--- config.mk ---
export PLATFORM = sky130hd
export DESIGN_NAME = config_port_arbiter
export DESIGN_NICKNAME = d
export VERILOG_FILES = /design/src/rtl/config_port_arbiter.sv
export SDC_FILE = /design/constraint.sdc
export NUM_CORES = 1
export LEC_CHECK = 0
export BUFFER_PORTS_ARGS = -buffer_cell sky130_fd_sc_hd__buf_4
export CAP_MARGIN = 0
export CELL_PAD_IN_SITES_DETAIL_PLACEMENT = 1
export CELL_PAD_IN_SITES_GLOBAL_PLACEMENT = 1
export CORE_MARGIN = 4
export CORE_UTILIZATION = 30
export DETAILED_ROUTE_END_ITERATION = 7
export PLACE_DENSITY_LB_ADDON = 0.1
export SYNTH_ARGS = -nofsm -noshare
export SYNTH_HDL_FRONTEND = slang
export SYNTH_SLANG_ARGS = --single-unit
--- constraint.sdc ---
create_clock -name CLK -period 3.7 [get_ports CLK]
set_clock_uncertainty 0.1 [all_clocks]
set_input_delay 0.185 -clock CLK [delete_from_list [all_inputs] [get_ports CLK]]
set_output_delay 0.185 -clock CLK [all_outputs]
set_load 0.05 [all_outputs]
--- src/rtl/config_port_arbiter.sv ---
// Fixed-priority configuration-source arbiter: session-locked grant, word FIFO, FSM_Reset pulse, activity LED.
// Optional pre-emption by a higher-priority source is enabled by defining CONFIG_ARB_PREEMPT_EN.
module config_port_arbiter #(
  parameter int NUM_SRC     = 4,
  parameter int DATA_WIDTH  = 32,
  parameter int FIFO_DEPTH  = 4,
  parameter int LED_STRETCH = 16,
  localparam int IDX_W      = (NUM_SRC > 1) ? $clog2(NUM_SRC) : 1
) (
  input  logic                          CLK,
  input  logic                          reset,
  input  logic [NUM_SRC-1:0]            SrcActive,
  input  logic [NUM_SRC*DATA_WIDTH-1:0] SrcWriteData,
  input  logic [NUM_SRC-1:0]            SrcWriteStrobe,
  input  logic                          ConfigReady,
  output logic [DATA_WIDTH-1:0]         ConfigWriteData,
  output logic                          ConfigWriteStrobe,
  output logic                          FSM_Reset,
  output logic                          GrantValid,
  output logic [IDX_W-1:0]              GrantIdx,
  output logic                          ReceiveLED,
  output logic                          Overflow
);

  localparam int PTR_W = $clog2(FIFO_DEPTH);
  localparam int CNT_W = PTR_W + 1;
  localparam int LED_W = $clog2(LED_STRETCH + 1);

  typedef enum logic [1:0] {IDLE, GRANT, DRAIN} state_t;

  state_t                  state;
  state_t                  state_next;
  logic [IDX_W-1:0]        grant_idx;
  logic [IDX_W-1:0]        req_idx;
  logic                    req_any;
  logic [DATA_WIDTH-1:0]   mem [FIFO_DEPTH];
  logic [PTR_W-1:0]        wr_ptr;
  logic [PTR_W-1:0]        rd_ptr;
  logic [CNT_W-1:0]        count;
  logic                    empty;
  logic                    full;
  logic                    accept;
  logic                    push;
  logic                    pop;
  logic [DATA_WIDTH-1:0]   granted_data;
  logic [LED_W-1:0]        led_cnt;

  // Ascending scan so the highest active index is the one left in req_idx.
  always_comb begin
    req_any = 1'b0;
    req_idx = '0;
    for (int i = 0; i < NUM_SRC; i++) begin
      if (SrcActive[i]) begin
        req_any = 1'b1;
        req_idx = IDX_W'(i);
      end
    end
  end

`ifdef CONFIG_ARB_PREEMPT_EN
  logic higher_req;

  always_comb begin
    higher_req = 1'b0;
    for (int i = 0; i < NUM_SRC; i++) begin
      if (SrcActive[i] && (IDX_W'(i) > grant_idx)) higher_req = 1'b1;
    end
  end
`endif

  always_comb begin
    state_next = state;
    case (state)
      IDLE: begin
        if (req_any) state_next = GRANT;
      end
      GRANT: begin
        if (!SrcActive[grant_idx]) state_next = DRAIN;
`ifdef CONFIG_ARB_PREEMPT_EN
        if (higher_req) state_next = DRAIN;
`endif
      end
      DRAIN: begin
        if (empty && !ConfigWriteStrobe) state_next = IDLE;
      end
      default: state_next = IDLE;
    endcase
  end

  // grant_idx is cleared on the way back to IDLE so GrantIdx reads 0 whenever no grant is held.
  always_ff @(posedge CLK) begin
    if (reset) begin
      state     <= IDLE;
      grant_idx <= '0;
      FSM_Reset <= 1'b0;
    end else begin
      state     <= state_next;
      FSM_Reset <= (state == IDLE) && req_any;
      if ((state == IDLE) && req_any) begin
        grant_idx <= req_idx;
      end else if (state_next == IDLE) begin
        grant_idx <= '0;
      end
    end
  end

  assign granted_data = SrcWriteData[int'(grant_idx)*DATA_WIDTH +: DATA_WIDTH];
  assign empty        = (count == '0);
  assign full         = (count == CNT_W'(FIFO_DEPTH));
  assign pop          = !empty && ConfigReady;
  assign accept       = (state == GRANT) && SrcWriteStrobe[grant_idx];
  assign push         = accept && (!full || pop);

  always_ff @(posedge CLK) begin
    if (push) mem[wr_ptr] <= granted_data;
  end

  // A push while full is only allowed alongside a pop; the pop reads the old slot contents first.
  always_ff @(posedge CLK) begin
    if (reset) begin
      wr_ptr            <= '0;
      rd_ptr            <= '0;
      count             <= '0;
      ConfigWriteData   <= '0;
      ConfigWriteStrobe <= 1'b0;
      Overflow          <= 1'b0;
    end else begin
      ConfigWriteStrobe <= pop;
      if (push) wr_ptr <= wr_ptr + 1'b1;
      if (pop) begin
        rd_ptr          <= rd_ptr + 1'b1;
        ConfigWriteData <= mem[rd_ptr];
      end
      if (push && !pop) begin
        count <= count + 1'b1;
      end else if (pop && !push) begin
        count <= count - 1'b1;
      end
      if (accept && !push) Overflow <= 1'b1;
    end
  end

  always_ff @(posedge CLK) begin
    if (reset) begin
      led_cnt <= '0;
    end else if (ConfigWriteStrobe) begin
      led_cnt <= LED_W'(LED_STRETCH);
    end else if (led_cnt != '0) begin
      led_cnt <= led_cnt - 1'b1;
    end
  end

  assign ReceiveLED = (led_cnt != '0);
  assign GrantValid = (state != IDLE);
  assign GrantIdx   = grant_idx;

endmodule
==> key figures <==
Layout
  • Register area: 4870 sq um
  • Final core occ: between 30 and 40%
  • Post-Layout Cell Count: 964
  • Nets: between 700 and 800
  • Number of fill cells: between 2,000 and 3,000
  • Multi-input logic area: roughly 2400 sq um
  • Most frequent cells in the layout: buf_4 (182), edfxtp_1 (128), nand2_1 (67)
  • Antenna diode count: 0
  • P&R area growth vs syn: 30.0%
  • Share of layout cells above drive strength 1: a little under half
  • Commonest non-fill, non-tap cell in the layout: buf_4

STA
  • Worst slew margin: 35.0%
  • Tmin final: ~2500 ps
  • Setup tns final: 0 ps
  • Final Hold Viols: 0
  • RSZ-0062 raised after global routing: no
  • Worst-Margin Slew: slightly below 1000 ps
  • Fin crit share: roughly two thirds
  • Fmax: 0.404 GHz
  • Hold Slack: roughly 19 ps
  • Setup violations, final: 0
  • Final slew viol count: 0

Logic synthesis
  • Synth cell types: 34
  • Cells after Synth: about 450
  • Register bit count reported by yosys: between 150 and 200
  • Mean cell area of the mapped netlist: between 15 and 20 sq um
  • Ys Warns: 0
  • Sequential area share after synthesis: approximately 65%
  • Net Count, Synth: between 500 and 600
  • Post-synth ARST share: 0%
  • Most used DFF post-synth: edfxtp_1
  • Post-synth EDFFs: ~130
  • Mapped Area: 7460 sq um

Outcome
  • Status: complete, no violations

Place
  • GPL Wtd Cong: 0.748
  • # port buffers: roughly 180
  • Placed cells: just over 900
  • Placed wire-length estimate: approximately 12 mm

Clock tree
  • H-tree levels: 4
  • Clk buf depth: 2
  • Clk pin slew, worst setup/hold paths: 70 ps
  • Clock Root Buffer: clkbuf_16
  • Latest clock arrival within the worst-skew pair: 420 ps
  • CTS Buf Count: 17
  • Post-cts resize count: 0
  • CTS tree: done
  • # clock sinks: roughly 180

GRT
  • Antenna violations before repair: 0
  • First-pass GRT wire length: ~30 mm
  • Number of global-route vias before repair: ~5,200
  • Largest net degree at the start of global routing: 53
  • Grt ovf: 0
  • Gr usage total: between 10% and 20%

Worst setup path
  • CP max stage cell: dfxtp_4
  • Worst flop-to-flop path startpoint: GrantIdx[0]$_SDFFE_PP0P_
  • Worst path required time: a little under 4000 ps
  • CP endpoint: count[2]$_SDFFE_PP0P_
  • Worst-path cell chain: mux2i_1, a2bb2oi_2, nor2_4, ha_1, inv_1, fa_1, xor2_1, or3_1, a21oi_1
  • CP top delay family: adder cells
  • CP peak stage delay: ~500 ps
  • Reg2Reg Setup Slack: between 1000 and 1500 ps
  • Critical Path Fanout Max: 11
  • Arrival time worst endpoint: roughly 2700 ps
  • FF-to-FF path depth: 9
  • Crit path capture type: register
  • CP bufs+invs: 1
  • Crit Path Class: register to register
  • WP depth: 9
  • FF-to-FF End: count[2]$_SDFFE_PP0P_
  • CP startpoint: GrantIdx[0]$_SDFFE_PP0P_
  • Startpoint Class: register

Power
  • Switch share: about a third
  • Net Sw Power: roughly 2.1 mW
  • Pwr/cell area: roughly 650 nW/um^2
  • Max IR drop VDD: 0.000258 V
  • Internal power: about 4.2 mW
  • Flop pwr share: about two fifths
  • Comb pwr share: ~30%
  • Clock share of power: 28.1%
  • P_leak: about 3.4 nW

Route
  • ANT nets after route: 0
  • DR WL/cell: around 20 um
  • Number of DRC markers in iteration 0: 233
  • Post-route DRC: 0
  • Detailed Routing Iterations Pass 1: 4
  • Routed vias/inst: 4.76
  • Final WL: 18.9 mm
  • Via count: 4,585

Flow run
  • Number of max-cap violations: 0

Floorplan
  • Die X: between 150 and 200 um
  • Top Ports: roughly 180
  • Die area: about 27,000 sq um
  • Std cell rows: between 50 and 60
  • Initial core utilization: 30.6%
  • Core area: between 20,000 and 25,000 sq um
  • Vert. Die Dim: 166 um

Min path
  • Hold Crit Class: input pin to register
[worst min-delay path, delay by kind of cell]
family          cells  cell delay [ps]
compound gates      2              210
buf+inv             1              110
[synth_stat cells (all sizes together), types with 2 or more instances]
cell	instances	area, sq um
xor2	3	26.3
nor2	18	75.1
buf	22	130
nand2	67	251
dfxtp	51	1020
nor3	4	20.0
nand3b	2	15.0
nor4	2	12.5
o21ai	5	25.0
inv	7	26.3
nand2b	2	12.5
nor3b	2	15.0
xnor2	4	35.0
mux2	2	30.0
a21oi	37	185
edfxtp	128	3840
mux4	65	1460
clkbuf	7	26.3
ha	6	75.1
and2	4	25.0
mux2i	3	30.0
nor2b	4	25.0
[metrics by stage]
| step | setup slack [ps] | area (sq um) | total power, mW |
|---|---|---|---|
| 3_5_place_dp | 1190 | 9090 | 4.65 |
| 6_report | 1230 | 9700 | 6.34 |
| 2_1_floorplan | 1060 | 7460 | 4.03 |
| 4_1_cts | 1180 | 9700 | 6.45 |
| 5_1_grt | 1010 | 9700 | 6.70 |
| 3_3_place_gp | 1300 | 9090 | 4.59 |
[layout make-up]
cell class                      instances  share of cell area (%)
Sequential cell                       179                    50.2
Multi-Input combinational cell        237                    25.0
Timing Repair Buffer                  185                    14.4
Clock buffer                           18                    4.42
Tap cell                              324                    4.18
Clock inverter                         14                    1.57
Inverter                                7                   0.271
[cell families after synthesis]
| kind of cell | after synthesis | share of synthesized area [%] |
|---|---|---|
| AOI/OAI and AO/OA | 46 | 3.39 |
| buffers and inverters | 36 | 2.45 |
| xor gates and xnor gates | 7 | 0.822 |
| muxes | 70 | 20.4 |
| and+or+nand+nor | 107 | 6.46 |
| adders and majority gates | 7 | 1.27 |
| DFF | 179 | 65.2 |
[worst min path at each step]
stage,startpoint,end,slack (ps),depth (start not counted)
floorplan,SrcActive[3],FSM_Reset$_SDFF_PP0_,260,2
global placement,ConfigWriteData[10]$_SDFFE_PP0P_,ConfigWriteData[10]$_SDFFE_PP0P_,350,2
detailed placement,ConfigWriteData[25]$_SDFFE_PP0P_,ConfigWriteData[25]$_SDFFE_PP0P_,350,2
CTS,SrcActive[2],GrantIdx[1]$_SDFFE_PP0P_,2,3
global route,SrcActive[2],GrantIdx[1]$_SDFFE_PP0P_,10,3
finish,SrcActive[2],GrantIdx[1]$_SDFFE_PP0P_,20,3
[flip-flops by register name (all words and copies together), names as in the netlist]
signal / count
wr_ptr: 2
ConfigWriteStrobe: 1
FSM_Reset: 1
rd_ptr: 2
GrantIdx: 2
state: 2
mem: 128
ConfigWriteData: 32
Overflow: 1
led_cnt: 5
count: 3
[layer usage]
| metal | up-vias | GRT usage (%) | wire length [um] |
|---|---|---|---|
| met3 | 12 | 3.41 | 1080 |
| met4 | 0 | 3.66 | 182 |
| met1 | 2336 | 18.4 | 8250 |
| li1 | 2093 | - | - |
| met2 | 144 | 23.6 | 9370 |
| met5 | - | 0 | 0 |
[power by group through the flow]
stage	Clock [mW]	Sequential, mW	Combinational, mW
finish	1.78	2.65	1.90
global route	1.93	2.70	2.07
CTS	1.83	2.67	1.95
detailed placement	0	2.71	1.94
global placement	0	2.69	1.90
floorplan	0	2.91	1.12
[repair_timing]
action | 4_1_cts | 5_1_grt
setup buffers | 0 | 0
hold endpoints to repair | 2 | 0
hold buffers | 3 | 0
Power figures use the tool's default switching activity.
